[src/rtl/eth_tx_framer.sv]
// Ethernet II transmit framer: preamble/SFD, MAC header, padded payload, FCS from the external CRC stage, then IFG.
// First preamble byte one cycle after an accepted start; no backpressure, tx_req pulls payload two cycles ahead of the wire.
module eth_tx_framer #(
  parameter logic [47:0] DES_MAC  = 48'hff_ff_ff_ff_ff_ff,
  parameter logic [47:0] SRC_MAC  = 48'h00_11_22_33_44_55,
  parameter logic [15:0] ETH_TYPE = 16'h0800,
  parameter int          IFG_CYC  = 12
) (
  input  logic        clk,
  input  logic        rst,
  input  logic        tx_start_en,
  input  logic [15:0] tx_byte_num,
  output logic        tx_req,
  input  logic [7:0]  tx_data,
  input  logic [31:0] crc_out,
  output logic        crc_en,
  output logic        crc_clr,
  output logic        gmii_tx_en,
  output logic [7:0]  gmii_txd,
  output logic        tx_busy,
  output logic        tx_done
);

  typedef enum logic [2:0] {S_IDLE, S_PRE, S_HDR, S_PAY, S_FCS, S_IFG} state_t;

  localparam logic [111:0] HDR      = {DES_MAC, SRC_MAC, ETH_TYPE};
  localparam logic [10:0]  MAX_LEN  = 11'd1500;
  localparam logic [10:0]  MIN_PAY  = 11'd46;
  localparam logic [10:0]  IFG_LAST = 11'(IFG_CYC - 1);

  state_t         r_state;
  logic [10:0]    r_cnt;
  logic [10:0]    r_len;
  logic [10:0]    r_pay_total;
  logic [10:0]    r_req_rem;
  logic [111:0]   r_hdr_sr;
  logic [7:0]     r_txd;
  logic           r_tx_en;
  logic           r_crc_en;
  logic           r_crc_clr;
  logic           r_req;
  logic           r_busy;
  logic           r_done;
  logic           r_fcs_sel;

  logic [10:0]    w_len;
  logic [10:0]    w_pay_total;
  logic [7:0]     w_fcs_byte;

  always_comb begin
    w_len       = (tx_byte_num > 16'd1500) ? MAX_LEN : tx_byte_num[10:0];
    w_pay_total = (w_len < MIN_PAY) ? MIN_PAY : w_len;
    case (r_cnt[1:0])
      2'd0:    w_fcs_byte = crc_out[31:24];
      2'd1:    w_fcs_byte = crc_out[23:16];
      2'd2:    w_fcs_byte = crc_out[15:8];
      default: w_fcs_byte = crc_out[7:0];
    endcase
  end

  always_ff @(posedge clk) begin
    if (rst) begin
      r_state     <= S_IDLE;
      r_cnt       <= '0;
      r_len       <= '0;
      r_pay_total <= '0;
      r_req_rem   <= '0;
      r_hdr_sr    <= '0;
      r_txd       <= '0;
      r_tx_en     <= 1'b0;
      r_crc_en    <= 1'b0;
      r_crc_clr   <= 1'b1;
      r_req       <= 1'b0;
      r_busy      <= 1'b0;
      r_done      <= 1'b0;
      r_fcs_sel   <= 1'b0;
    end else begin
      r_done    <= 1'b0;
      r_crc_clr <= 1'b0;
      if (r_req) begin
        if (r_req_rem != 11'd0) r_req_rem <= r_req_rem - 11'd1;
        else                    r_req     <= 1'b0;
      end

      case (r_state)
        S_IDLE: begin
          if (tx_start_en) begin
            r_state     <= S_PRE;
            r_cnt       <= '0;
            r_len       <= w_len;
            r_pay_total <= w_pay_total;
            r_tx_en     <= 1'b1;
            r_txd       <= 8'h55;
            r_busy      <= 1'b1;
          end
        end

        S_PRE: begin
          if (r_cnt == 11'd7) begin
            r_state  <= S_HDR;
            r_cnt    <= '0;
            r_txd    <= HDR[111:104];
            r_hdr_sr <= {HDR[103:0], 8'h00};
            r_crc_en <= 1'b1;
          end else begin
            r_cnt <= r_cnt + 11'd1;
            r_txd <= (r_cnt == 11'd6) ? 8'hD5 : 8'h55;
          end
        end

        S_HDR: begin
          // Requests start at header byte 12 so byte 0 is back in time for the first payload slot.
          if (r_cnt == 11'd11 && r_len != 11'd0) begin
            r_req     <= 1'b1;
            r_req_rem <= r_len - 11'd1;
          end
          if (r_cnt == 11'd13) begin
            r_state <= S_PAY;
            r_cnt   <= '0;
            r_txd   <= (r_len != 11'd0) ? tx_data : 8'h00;
          end else begin
            r_cnt    <= r_cnt + 11'd1;
            r_txd    <= r_hdr_sr[111:104];
            r_hdr_sr <= {r_hdr_sr[103:0], 8'h00};
          end
        end

        S_PAY: begin
          if (r_cnt == r_pay_total - 11'd1) begin
            r_state   <= S_FCS;
            r_cnt     <= '0;
            r_crc_en  <= 1'b0;
            r_fcs_sel <= 1'b1;
            r_txd     <= 8'h00;
          end else begin
            r_cnt <= r_cnt + 11'd1;
            r_txd <= ((r_cnt + 11'd1) < r_len) ? tx_data : 8'h00;
          end
        end

        S_FCS: begin
          if (r_cnt == 11'd3) begin
            r_state   <= S_IFG;
            r_cnt     <= '0;
            r_tx_en   <= 1'b0;
            r_fcs_sel <= 1'b0;
            r_done    <= 1'b1;
            r_crc_clr <= 1'b1;
          end else begin
            r_cnt <= r_cnt + 11'd1;
          end
        end

        S_IFG: begin
          if (r_cnt == IFG_LAST) begin
            r_state <= S_IDLE;
            r_cnt   <= '0;
            r_busy  <= 1'b0;
          end else begin
            r_cnt <= r_cnt + 11'd1;
          end
        end

        default: r_state <= S_IDLE;
      endcase
    end
  end

  // The CRC stage only settles after the last payload byte, so FCS bytes are muxed straight from crc_out.
  assign gmii_txd   = r_fcs_sel ? w_fcs_byte : r_txd;
  assign gmii_tx_en = r_tx_en;
  assign crc_en     = r_crc_en;
  assign crc_clr    = r_crc_clr | rst;
  assign tx_req     = r_req;
  assign tx_busy    = r_busy;
  assign tx_done    = r_done;

endmodule

[config.mk]
export PLATFORM = sky130hd
export DESIGN_NAME = eth_tx_framer
export DESIGN_NICKNAME = d
export VERILOG_FILES = /design/src/rtl/eth_tx_framer.sv
export SDC_FILE = /design/constraint.sdc
export NUM_CORES = 1
export LEC_CHECK = 0
export CORE_ASPECT_RATIO = 0.6
export CORE_MARGIN = 2
export CORE_UTILIZATION = 52
export DETAILED_ROUTE_END_ITERATION = 7
export DONT_BUFFER_PORTS = 1
export PLACE_DENSITY_LB_ADDON = 0.05
export SKIP_LAST_GASP = 1
export SLEW_MARGIN = 20
export SYNTH_ARGS = -nofsm -noshare
export SYNTH_HDL_FRONTEND = slang
export SYNTH_SLANG_ARGS = --single-unit
[constraint.sdc]
create_clock -name clk -period 3.2 [get_ports clk]
set_input_delay 0.32 -clock clk [delete_from_list [all_inputs] [get_ports clk]]
set_output_delay 0.32 -clock clk [all_outputs]
set_load 0.05 [all_outputs]
* Word level (Yosys, flattened, before mapping)
Index checks and enable logic that the tools add are counted.
** Storage, ports and cells
- Bits in writable memories :: 0
- Input bits :: 59
- Bits in read-only memories :: 0
- Bits in latches :: 0
- Register bits :: 174
- Word-level logic and storage cells :: 112
- Memories :: 0
** Operators by class
- Mux-type cells :: 49
- Add/subtract/negate cells :: 4
- Eq/ne operators :: 20
- Magnitude comparators :: 3
- Shift operators :: 0
- Divide/modulo/power cells :: 0
- Multipliers :: 0
- Bitwise gates (word level) :: 1
- Reduce and logical (&&, ||, !) cells :: 21
** Operator list (number)
- 2-to-1 mux 112 bit :: 2
- one-hot mux 112 bit (2 select lines) :: 1
- 2-to-1 mux 11 bit :: 12
- one-hot mux 11 bit (6 select lines) :: 1
- 2-to-1 mux 8 bit :: 8
- subtractor 11 x 1 -> 11 bit (second input constant) :: 3
- one-hot mux 8 bit (4 select lines) :: 1
- one-hot mux 8 bit (3 select lines) :: 1
- equality test 11 x 3 -> 1 bit (second input constant) :: 2
- equality test 11 x 4 -> 1 bit (second input constant) :: 2
- nonzero test 11 bit :: 2
- 2-to-1 mux 3 bit :: 6
- one-hot mux 3 bit (6 select lines) :: 1
- > comparator 16 x 11 -> 1 bit (second input constant) :: 1
- AND reduction 3 bit :: 5
- != test 2 bit (second input constant) :: 7
- 2-to-1 mux 1 bit :: 12
- adder 11 x 1 -> 11 bit (second input constant) :: 1
- equality test 11 bit :: 1
- equality test 11 x 2 -> 1 bit (second input constant) :: 1
- < comparator 11 bit :: 1
- < comparator 11 x 6 -> 1 bit (second input constant) :: 1
- nonzero test 2 bit :: 5
- one-hot mux 1 bit (2 select lines) :: 4
- other kinds (13) :: 17

* Longest topological paths before layout
Gate-level depths: netlist of the first run.
- Depth in word-level cells :: 5
- Gate-level depth with buffers :: 13

* Least setup slack after synthesis of the first run
No wires, ideal clock.
- Kind :: register -> register
- Start point :: reg r_cnt[0]
- End point :: reg r_txd[0]
- Data required time :: 3122 ps
- Buffers on the path :: 2
- Path slack :: 650 ps
- Stages on the path, launching flop included :: 12
- Library setup time :: 78 ps
- Arrival :: 2472 ps
- Path through :: dfxtp_1 -> ha_1 -> clkbuf_1 -> clkbuf_1 -> xor2_1 -> ha_1 -> o21a_1 -> o21ai_0 -> a21oi_1 -> a211oi_1 -> nor3_1 -> nor3_1
** Between the ends
- Longest elaborated chain between the ends :: 5
** Ends and longest elaborated chain
- start: declaration :: RTL line 32 : logic [10:0] r_cnt;
- start signal: assignment :: RTL line 106 : r_cnt <= r_cnt + 11'd1;
- start signal: assignment :: RTL line 122 : r_cnt <= r_cnt + 11'd1;
- start signal: assignment :: RTL line 136 : r_cnt <= r_cnt + 11'd1;
- adder 11 x 1 -> 11 bit :: RTL line 137 : r_txd <= ((r_cnt + 11'd1) < r_len) ? tx_data : 8'h00;
- < comparator 11 bit :: RTL line 137
- 2-to-1 mux 8 bit :: RTL line 137
- 2-to-1 mux 8 bit :: RTL line 129 : if (r_cnt == r_pay_total - 11'd1) begin
- one-hot mux 8 bit (4 select lines) (*) :: RTL line 85 : case (r_state)
- end signal: assignment :: RTL line 102 : r_txd <= HDR[111:104];
- end signal: assignment :: RTL line 123 : r_txd <= r_hdr_sr[111:104];
- end signal: assignment :: RTL line 137
- end: declaration :: RTL line 37 : logic [7:0] r_txd;
Mark *: on every way between the ends. The rest lies on a longest branch, timed or not.
A chain may end at the register's enable or synchronous reset.

* Worst setup path after layout of the first run
- Start point :: reg r_pay_total[0]
- End point :: reg r_state[0]
** Between the ends
- Longest elaborated chain between the ends :: 4
** Ends and longest elaborated chain
- start: declaration :: RTL line 34 : logic [10:0] r_pay_total;
- start signal: assignment :: RTL line 91 : r_pay_total <= w_pay_total;
- subtractor 11 x 1 -> 11 bit :: RTL line 129
- equality test 11 bit :: RTL line 129
- != test 2 bit (no line)
- AND reduction 6 bit (no line)
- end signal: assignment :: RTL line 130 : r_state <= S_FCS;
- end signal: assignment :: RTL line 143 : r_state <= S_IFG;
- end signal: assignment :: RTL line 156 : r_state <= S_IDLE;
- end: declaration :: RTL line 31 : state_t r_state;
Every way passes these cells.

==> results.md, run 1 <==
* Tcrit/Tclk final at about nine tenths
* Ys flop type: dfxtp_1
* Peak VDD IR at 0.342 mV
* Routed Antenna Nets at 0
* Nets at approximately 650
* Critical path launch point type: flip-flop
* Total track usage at 24.8%
* # port buffers at 0
* Fin. max-slew vios at 0
* Clk buf depth at 2
* CTS Buf Count at 9
* Final wirelength at 13400 µm
* DP Wirelength at 9770 µm
* Number of synthesized flops with an enable pin at 0
* DRT Pass-1 Iters at 6
* Post-synth top area share at 38.5%
* Most frequent cells in the layout: dfxtp_1 (101), nor2_1 (65), nand2_1 (31), a21oi_1 (31), o221a_2 (28)
* IO Count at 73
* Cells after Synth at approximately 600
* Share of layout cells above drive strength 1 at 13.6%
* Critical path required time at about 3.5 ns
* Status: complete, no violations
* DP Cell Count at 699
* Clock Latency Late Sink at 0.35 ns
* Area Growth Syn to Fin at 6.73%
* H-tree Lvls at 3
* FF+latch count, synth at between 100 and 150
* Die width at 134 µm
* Static Leak at 2.06 nW
* Via Count at 4471
* Gr ovfl total at 0
* ANT cells at 0
* Ys async rst share at 0%
* Relative slew margins at 49.5%
* Top cell type by total area after synthesis: dfxtp_1
* Synth warn at 0
* Wire length of the first global-routing pass at 21300 µm
* Top post-synthesis cells by area: dfxtp_1 (38%), o221a_2 (6.0%), nor2_1 (4.6%), ha_1 (4.0%), xnor2_1 (4.0%)
* Final-report setup violation count at 0
* Netlist Area Pre-Place at 5260 µm²
* Drt via density at 6.25
* CP max FO at 15
* Reg clk slew, reported paths at 0.07 ns
* Die Area at between 10000 and 15000 µm²
* CTS root buf: clkbuf_16
* Crit path capture type: flip-flop
* Final cell count without fillers at 715
* Wirelength per Cell at 18.7 µm
* Slew @ Worst Pin at 0.756 ns
* Std cell rows at 28
* RSZ-0062 raised after global routing: no
* Die Y at 81.9 µm
* Initial antenna violation count at 0
* Routability cong. at 0.954
* Yosys cell types at 71
* CTS tree: done
* Vias in the first global route at 4092
* Number of max-cap violations at 0
* Synth Net Count at between 600 and 700
* Final Hold Viols at 0
* Min Tclk post-route at 2.84 ns
* Clock skew at around 0.011 ns
* Core Box Area at approximately 10000 µm²
* WS Path Type: flip-flop to flip-flop
* Seq/Total Area, Yosys at between 30% and 40%
* Syn_area_per_cell at 8.79 µm²
* F_max at between 0.3 and 0.4 GHz
* Setup TNS at 0 ns
* Power per cell area at 805 nW/µm²
* Clk sink count at 101
* Worst Hold Class: input port to flip-flop
* Hold Buf Count CTS at 0
* Final routed DRC violation total at 0
* CP Data Arrival Time at 3.12 ns
* Worst hold slack at 0.0365 ns
* Commonest non-fill, non-tap cell in the layout: dfxtp_1
* Largest net degree at the start of global routing at 56
* Starting utilization of the core area at 53.4%
* DRT iter0 DRCs at 353
[layer usage]
metal / vias to the layer above / track usage [%] / part of all wire (%)
met5: - / 0 / 0
met4: 0 / 5.43 / 0.77
met3: 14 / 7.10 / 8.0
met2: 153 / 37.0 / 40
met1: 2125 / 35.6 / 51
li1: 2179 / - / -
[cells by family after synthesis]
family / count (synthesis) / share of synthesized area [%]
DFF: 101 / 38.5
adders and majority gates: 17 / 4.05
and+or+nand+nor: 193 / 18.9
buffers and inverters: 70 / 5.43
xor gates and xnor gates: 36 / 6.00
muxes: 10 / 2.09
AOI/OAI and AO/OA: 171 / 25.1
[what timing repair did]
item,in CTS,in global routing
resized for setup,0,1
hold endpoints to repair,0,0
setup buffers,0,0
endpoints found under the setup margin,0,8
[per-stage QoR]
step	util, %	total power [mW]	worst slack (ns)	instance area [µm²]
detailed placement	54.1	3.47	0.269	5320
global placement	54.1	3.43	0.378	5320
finish	57.0	4.52	0.359	5610
global route	57.0	4.80	0.0174	5610
CTS	57.0	4.53	0.231	5610
floorplan	-	3.12	0.650	5260
[flip-flops by register name, indices dropped and copies added, names as in the netlist]
signal / flops
r_txd: 8
r_fcs_sel: 1
gmii_tx_en: 1
tx_busy: 1
tx_req: 1
r_state: 3
crc_en: 1
tx_done: 1
r_cnt: 11
r_pay_total: 11
r_hdr_sr: 39
r_len: 11
r_req_rem: 11
r_crc_clr: 1
[final timing paths]
path,startpoint,to,slack (ns),depth (start not counted)
worst max-delay path,r_pay_total[0],r_state[0],0.36,9
worst min-delay path,rst,r_pay_total[5],0.04,1
worst max register to register,r_pay_total[0],r_state[0],0.36,9
worst min register to register,r_len[9],r_len[9],0.47,2
[power by group]
group | switching (mW) | total [mW] | internal [mW]
combinational | 0.925 | 1.56 | 0.630
clock | 0.512 | 1.05 | 0.543
sequential | 0.335 | 1.91 | 1.57
total | 1.77 | 4.52 | 2.75
[layout make-up]
cell class / instances / area (µm²)
Clock inverter: 6 / 55.1
Clock buffer: 10 / 229
Tap cell: 135 / 169
Sequential cell: 101 / 2020
Inverter: 26 / 97.6
Fill cell: 912 / 4230
Timing Repair Buffer: 10 / 75.1
Multi-Input combinational cell: 427 / 2960
[Yosys cell counts (7+ instances only)]
| master | n |
|---|---|
| nand2_1 | 31 |
| a21oi_1 | 31 |
| xnor2_1 | 24 |
| a211oi_1 | 16 |
| a221oi_1 | 7 |
| a32o_1 | 7 |
| dfxtp_1 | 101 |
| xor2_1 | 12 |
| nand3_1 | 19 |
| a22oi_1 | 12 |
| ha_1 | 17 |
| o21ai_0 | 24 |
| nor2_1 | 65 |
| inv_1 | 26 |
| o221a_2 | 28 |
| mux2_2 | 8 |
| clkbuf_1 | 32 |
| nor3_1 | 19 |
| nand2b_1 | 8 |
| a222oi_1 | 9 |
[worst max-delay path, cell delays in order, from the launching register on]
cell	delay (ns)
dfxtp_1	0.35
inv_1	0.09
ha_1	0.25
or4b_1	0.53
a2111oi_0	0.41
nor2_1	0.10
a22oi_2	0.27
nand3_4	0.23
or3b_1	0.42
a21oi_1	0.11
Note: power is estimated with default switching activity, not from simulation.
==> inputs of run 2 (changes only) <==
- ABC_AREA: unset -> 1
- CORE_UTILIZATION: 52 -> 64
==> results.md, run 2 <==
* CTS Buf Count at 9 (unchanged)
* Wire length of the first global-routing pass at 23400 µm (was 21300 µm)
* Final-report setup violation count at 0 (unchanged)
* Clk sink count at 101 (unchanged)
* Final cell count without fillers at 955 (was 715)
* Total track usage at 29.9% (was 24.8%)
* Clk buf depth at 2 (unchanged)
* Post-synth top area share at 35.4% (was 38.5%)
* Reg clk slew, reported paths at 0.07 ns (about the same)
* DP Wirelength at 10700 µm (was 9770 µm)
* CP max FO at 8 (was 15)
* DP Cell Count at 938 (was 699)
* Syn_area_per_cell at 6.72 µm² (was 8.79 µm²)
* Critical path required time at 3.44 ns (was 3.48 ns)
* FILL cells at 705 (was 912)
* DRT Pass-1 Iters at 7 (was 6)
* FF-to-FF path depth at 18 (was 9)
* Tcrit/Tclk final at 92.1% (was 88.8%)
* H-tree Lvls at 3 (unchanged)
* Commonest non-fill, non-tap cell in the layout: nand2_1 (was dfxtp_1)
* Clock Latency Late Sink at 0.35 ns (about the same)
* Vias in the first global route at 4798 (was 4092)
* Die Area at 9720 µm² (was 11000 µm²)
* Critical path launch point type: flip-flop (unchanged)
* Routability cong. at 0.912 (was 0.954)
* Drt via density at 5.77 (was 6.25)
* Synth warn at 0 (unchanged)
* Share of layout cells above drive strength 1 at 7.83% (was 13.6%)
* FF+latch count, synth at 101 (unchanged)
* Power per cell area at 760 nW/µm² (was 805 nW/µm²)
* Peak VDD IR at 0.500 mV (was 0.342 mV)
* F_max at 0.339 GHz (was 0.352 GHz)
* CP Data Arrival Time at 3.19 ns (was 3.12 ns)
* Relative slew margins at 36.3% (was 49.5%)
* Gr ovfl total at 0 (unchanged)
* WS Path Type: flip-flop to flip-flop (unchanged)
* Area Growth Syn to Fin at 6.75% (was 6.73%)
* Via Count at 5508 (was 4471)
* Number of max-cap violations at 0 (unchanged)
* Placed inst area at 5770 µm² (was 5320 µm²)
* Hold Path Depth at 1 (unchanged)
* Yosys cell types at 41 (was 71)
* Synth Net Count at 926 (was 674)
* Finished Cell Area at 6090 µm² (was 5610 µm²)
* Count leader, synth: nand2_1 (was dfxtp_1)
* Register area at 2020 µm² (about the same)
* Status: complete, no violations (unchanged)
* Std cell rows at 26 (was 28)
* Final Hold Viols at 0 (unchanged)
* Die Y at 77.2 µm (was 81.9 µm)
* Reg with most FFs: r_hdr_sr (unchanged)
* Fin. max-slew vios at 0 (unchanged)
* Die width at 126 µm (was 134 µm)
* Core Box Area at 8590 µm² (was 9840 µm²)
* CTS root buf: clkbuf_16 (unchanged)
* Min Tclk post-route at 2.95 ns (was 2.84 ns)
* Top post-synthesis cells by area: dfxtp_1 (35%), nand2_1 (13%), inv_1 (7.7%), a21oi_1 (6.5%), nor2_1 (5.7%) (was dfxtp_1 (38%), o221a_2 (6.0%), nor2_1 (4.6%), ha_1 (4.0%), xnor2_1 (4.0%))
* Final routed DRC violation total at 0 (unchanged)
* Routed Antenna Nets at 0 (unchanged)
* Top cell type by total area after synthesis: dfxtp_1 (unchanged)
* IO Count at 73 (unchanged)
* Slew @ Worst Pin at 0.948 ns (was 0.756 ns)
* Number of synthesized flops with an enable pin at 0 (unchanged)
* Static Leak at 2.67 nW (was 2.06 nW)
* ANT cells at 0 (unchanged)
* Clock skew at 0.0106 ns (was 0.0114 ns)
* Initial antenna violation count at 0 (unchanged)
* Ys async rst share at 0% (unchanged)
* Worst Hold Class: input port to flip-flop (unchanged)
* Netlist Area Pre-Place at 5710 µm² (was 5260 µm²)
* Max reg flops at 39 (unchanged)
* # port buffers at 0 (unchanged)
* Nets at 914 (was 651)
* DRT iter0 DRCs at 503 (was 353)
* Largest net degree at the start of global routing at 78 (was 56)
* Area of the multi-input gates at 3070 µm² (was 2960 µm²)
* Final wirelength at 14500 µm (was 13400 µm)
* Starting utilization of the core area at 66.5% (was 53.4%)
* Ys flop type: dfxtp_1 (unchanged)
* Most frequent cells in the layout: nand2_1 (195), inv_1 (117), dfxtp_1 (99) (was dfxtp_1 (101), nor2_1 (65), nand2_1 (31), a21oi_1 (31), o221a_2 (28))
* RSZ-0062 raised after global routing: no (unchanged)
* Seq/Total Area, Yosys at 35.4% (was 38.5%)
* Setup TNS at 0 ns (unchanged)
* CTS tree: done (unchanged)
* Wirelength per Cell at 15.2 µm (was 18.7 µm)
* Cells after Synth at 850 (was 598)
* Post-synth top cells: nand2_1 (195), inv_1 (117), dfxtp_1 (101) (was dfxtp_1 (101), nor2_1 (65), clkbuf_1 (32))
* Crit path capture type: flip-flop (unchanged)
-- run 2: changes by cell type after synthesis, sizes merged, moves of 12 or more --
cell,delta
nand4,+12
nor3,-12
nand3,+38
nor2,+31
a21oi,+43
o221a,-26
clkbuf,-12
inv,+98
a22oi,-13
xnor2,-19
o21ai,+13
nand2,+169
-- run 2: final timing paths --
| path | startpoint | slack, ns | end |
|---|---|---|---|
| setup reg to reg | r_cnt[1] | 0.25 | r_txd[3] |
| hold / removal | rst | 0.03 | r_hdr_sr[62] |
| hold reg to reg | r_hdr_sr[62] | 0.46 | r_hdr_sr[62] |
| setup / recovery | r_cnt[1] | 0.25 | r_txd[3] |
-- run 2: cell families after synthesis --
kind of cell               after synthesis  share of synthesized area (%)
AOI/OAI and AO/OA                      163                           17.0
xor gates and xnor gates                21                           3.22
adders and majority gates               17                           3.73
buffers and inverters                  158                           10.8
DFF                                    101                           35.4
and+or+nand+nor                        390                           29.9
-- run 2: what timing repair did --
action,in CTS,in global routing
hold endpoints to repair,0,0
setup endpoints to repair,0,8
resized for setup,0,2
hold buffers,0,0
setup buffers,0,1
-- run 2: cell type report --
type,count,share of cell area (%)
flip-flops and latches,101,33.2
repair buffers,10,1.23
multi-input cells,591,50.4
clock inverters,7,1.44
well taps,112,2.30
clock buffers,9,3.70
inverters,125,7.70
-- run 2: worst max-delay path, stage by stage (launching register included) --
cell and delay, ns:
dfxtp_1 0.45, ha_1 0.23, nand2_1 0.12, nor3_2 0.20
nand3_1 0.14, nor3_1 0.20, xor2_1 0.17, inv_1 0.08
ha_1 0.32, nand4_1 0.14, nor2_1 0.11, nand4_1 0.08
nand4_1 0.08, buf_4 0.17, nor2_1 0.05, nand3_1 0.07
nand3_1 0.08, nand2_1 0.07, inv_1 0.06
-- run 2: where the power goes --
group          total, mW  internal [mW]  switching [mW]
logic               1.86          0.591            1.26
clock network       1.09          0.559           0.530
registers           1.69           1.48           0.204
total               4.63           2.63            2.00
-- run 2: routing by layer --
metal  wire length [µm]  track usage [%]  up-vias
met3               1390             7.68       21
li1                   -                -     2746
met4                219             7.03        0
met1               6810             43.4     2488
met2               6060             44.4      253
met5                  0                0        -
-- run 2: per-stage QoR --
| stage | total power, mW | hold slack, ns | utilization (%) | setup WS [ns] |
|---|---|---|---|---|
| after floorplan | 3.12 | 0.436 | - | 0.591 |
| after global placement | 3.45 | 0.395 | 67.2 | 0.330 |
| after detailed placement | 3.51 | 0.396 | 67.2 | 0.118 |
| after CTS | 4.60 | 0.0205 | 70.8 | 0.0942 |
| after global routing | 4.96 | 0.0298 | 71.0 | 0.00366 |
| final | 4.63 | 0.0281 | 71.0 | 0.252 |
==> inputs of run 3 (changes only) <==
- CORE_UTILIZATION: 64 -> 35
- clock period: 3.2 -> 3.31 ns (I/O delays scaled with it)
==> results.md, run 3 (synthesized netlist as in run 2, its figures left out) <==
* Status: complete, no violations (unchanged)
* Static Leak at 2.67 nW (about the same)
* DP Wirelength at 12300 µm (was 10700 µm)
* Most frequent cells in the layout: nand2_1 (195), inv_1 (117), dfxtp_1 (100) (was nand2_1 (195), inv_1 (117), dfxtp_1 (99))
* Nets at 914 (unchanged)
* Final Total Pwr at 4.54 mW (was 4.63 mW)
* Die Area at 17400 µm² (was 9720 µm²)
* Core Box Area at 16100 µm² (was 8590 µm²)
* Drt via density at 5.12 (was 5.77)
* Commonest non-fill, non-tap cell in the layout: nand2_1 (unchanged)
* Share of layout cells above drive strength 1 at 7.71% (was 7.83%)
* Fin. max-slew vios at 0 (unchanged)
* Final Hold Viols at 0 (unchanged)
* Reg with most FFs: r_hdr_sr (unchanged)
* Final wirelength at 16500 µm (was 14500 µm)
* Tcrit/Tclk final at 91.2% (was 92.1%)
* Hold Buf Count CTS at 0 (unchanged)
* CP max FO at 8 (unchanged)
* Wire length of the first global-routing pass at 26000 µm (was 23400 µm)
* Number of max-cap violations at 0 (unchanged)
* Peak VDD IR at 0.252 mV (was 0.500 mV)
* Crit path capture type: flip-flop (unchanged)
* Via Count at 5387 (was 5508)
* Wirelength per Cell at 15.7 µm (was 15.2 µm)
* Die Y at 103 µm (was 77.2 µm)
* Area Growth Syn to Fin at 8.74% (was 6.75%)
* CTS root buf: clkbuf_16 (unchanged)
* Setup TNS at 0 ns (unchanged)
* Min Tclk post-route at 3.02 ns (was 2.95 ns)
* Critical path required time at 3.56 ns (was 3.44 ns)
* Pre-CTS setup slack at 0.141 ns (was 0.118 ns)
* Starting utilization of the core area at 35.5% (was 66.5%)
* RSZ-0062 raised after global routing: no (unchanged)
* Total track usage at 19.1% (was 29.9%)
* Power per cell area at 731 nW/µm² (was 760 nW/µm²)
* Slew @ Worst Pin at 0.986 ns (was 0.948 ns)
* Critical path launch point type: flip-flop (unchanged)
* # port buffers at 0 (unchanged)
* Clk buf depth at 2 (unchanged)
* Routed Antenna Nets at 0 (unchanged)
* IO Count at 73 (unchanged)
* ANT cells at 0 (unchanged)
* FILL cells at 1715 (was 705)
* Clk sink count at 101 (unchanged)
* Largest net degree at the start of global routing at 78 (unchanged)
* Clock skew at 0.0116 ns (was 0.0106 ns)
* H-tree Lvls at 3 (unchanged)
* Relative slew margins at 33.8% (was 36.3%)
* Die width at 169 µm (was 126 µm)
* Finished Core Util at 38.6% (was 71.0%)
* F_max at 0.331 GHz (was 0.339 GHz)
* Reg clk slew, reported paths at 0.08 ns (was 0.07 ns)
* DRT iter0 DRCs at 406 (was 503)
* Setup WS post-layout at 0.293 ns (was 0.252 ns)
* WS Path Type: flip-flop to flip-flop (unchanged)
* Max reg flops at 39 (unchanged)
* DRT Pass-1 Iters at 8 (was 7)
* CTS tree: done (unchanged)
* Gr ovfl total at 0 (unchanged)
* Final-report setup violation count at 0 (unchanged)
* CP Data Arrival Time at 3.26 ns (was 3.19 ns)
* Initial antenna violation count at 0 (unchanged)
* Vias in the first global route at 4841 (was 4798)
* Worst Hold Class: input port to flip-flop (unchanged)
* Clock Latency Late Sink at 0.35 ns (about the same)
* Worst R2R Setup Slack at 0.29 ns (was 0.25 ns)
* Routability cong. at 0.823 (was 0.912)
* Final routed DRC violation total at 0 (unchanged)
* Std cell rows at 36 (was 26)
* CTS Buf Count at 9 (unchanged)
-- run 3: cell types whose count changed in the layout (fill, tap and decap cells not counted), sizes merged --
cell / before / now
clkinv: 5 / 6
clkinvlp: 1 / 0
-- run 3: power by group --
group / total (mW) / internal (mW) / switching (mW) / leakage (nW)
combinational: 1.82 / 0.570 / 1.25 / 1.70
sequential: 1.63 / 1.43 / 0.197 / 0.826
clock: 1.08 / 0.539 / 0.543 / 0.149
-- run 3: worst paths after layout --
kind,from,end,depth (start not counted)
worst max register to register,r_cnt[2],r_txd[5],19
worst max-delay path,r_cnt[2],r_txd[5],19
worst min-delay path,rst,r_hdr_sr[70],1
worst min register to register,r_hdr_sr[70],r_hdr_sr[70],2
-- run 3: worst max-delay path: stages (launching register included) --
cell,delay (ns)
dfxtp_1,0.49
nand2_1,0.10
inv_2,0.09
nand2_1,0.12
nor3_2,0.20
nand3_1,0.14
nor3_1,0.25
xor2_1,0.17
inv_1,0.08
ha_1,0.31
nand4_1,0.13
nor2_1,0.13
nand4_1,0.10
nand4_1,0.08
buf_4,0.17
nor2_1,0.05
nand3_1,0.08
nand4_1,0.09
nand2_1,0.08
inv_1,0.05
-- run 3: layout make-up --
| class | instances | area [µm²] | area share [%] |
|---|---|---|---|
| clock buffer | 9 | 225 | 3.63 |
| clock inverter | 7 | 81.3 | 1.31 |
| inverter | 125 | 469 | 7.56 |
| multi-input combinational | 591 | 3070 | 49.5 |
| sequential | 101 | 2020 | 32.6 |
| tap | 209 | 262 | 4.21 |
| timing repair buffer | 10 | 75.1 | 1.21 |
-- run 3: stage by stage --
step                hold WS [ns]  std cells  area [µm²]
floorplan                  0.436        850        5710
global placement           0.407       1035        5890
detailed placement         0.407       1035        5890
CTS                       0.0249       1051        6200
global route              0.0194       1052        6210
finish                    0.0481       1052        6210
-- run 3: routing by layer --
layer  up-vias  part of all wire, %  track usage, %
met3         7                  5.0            3.57
li1       2756                    -               -
met1      2481                   54            28.9
met2       143                   40            28.7
met5         -                    0               0
met4         0                 0.38            2.59
-- run 3: timing repair --
action                     CTS  global route
setup endpoints to repair    0             8
gates resized for setup      0             1
buffers inserted             0             1
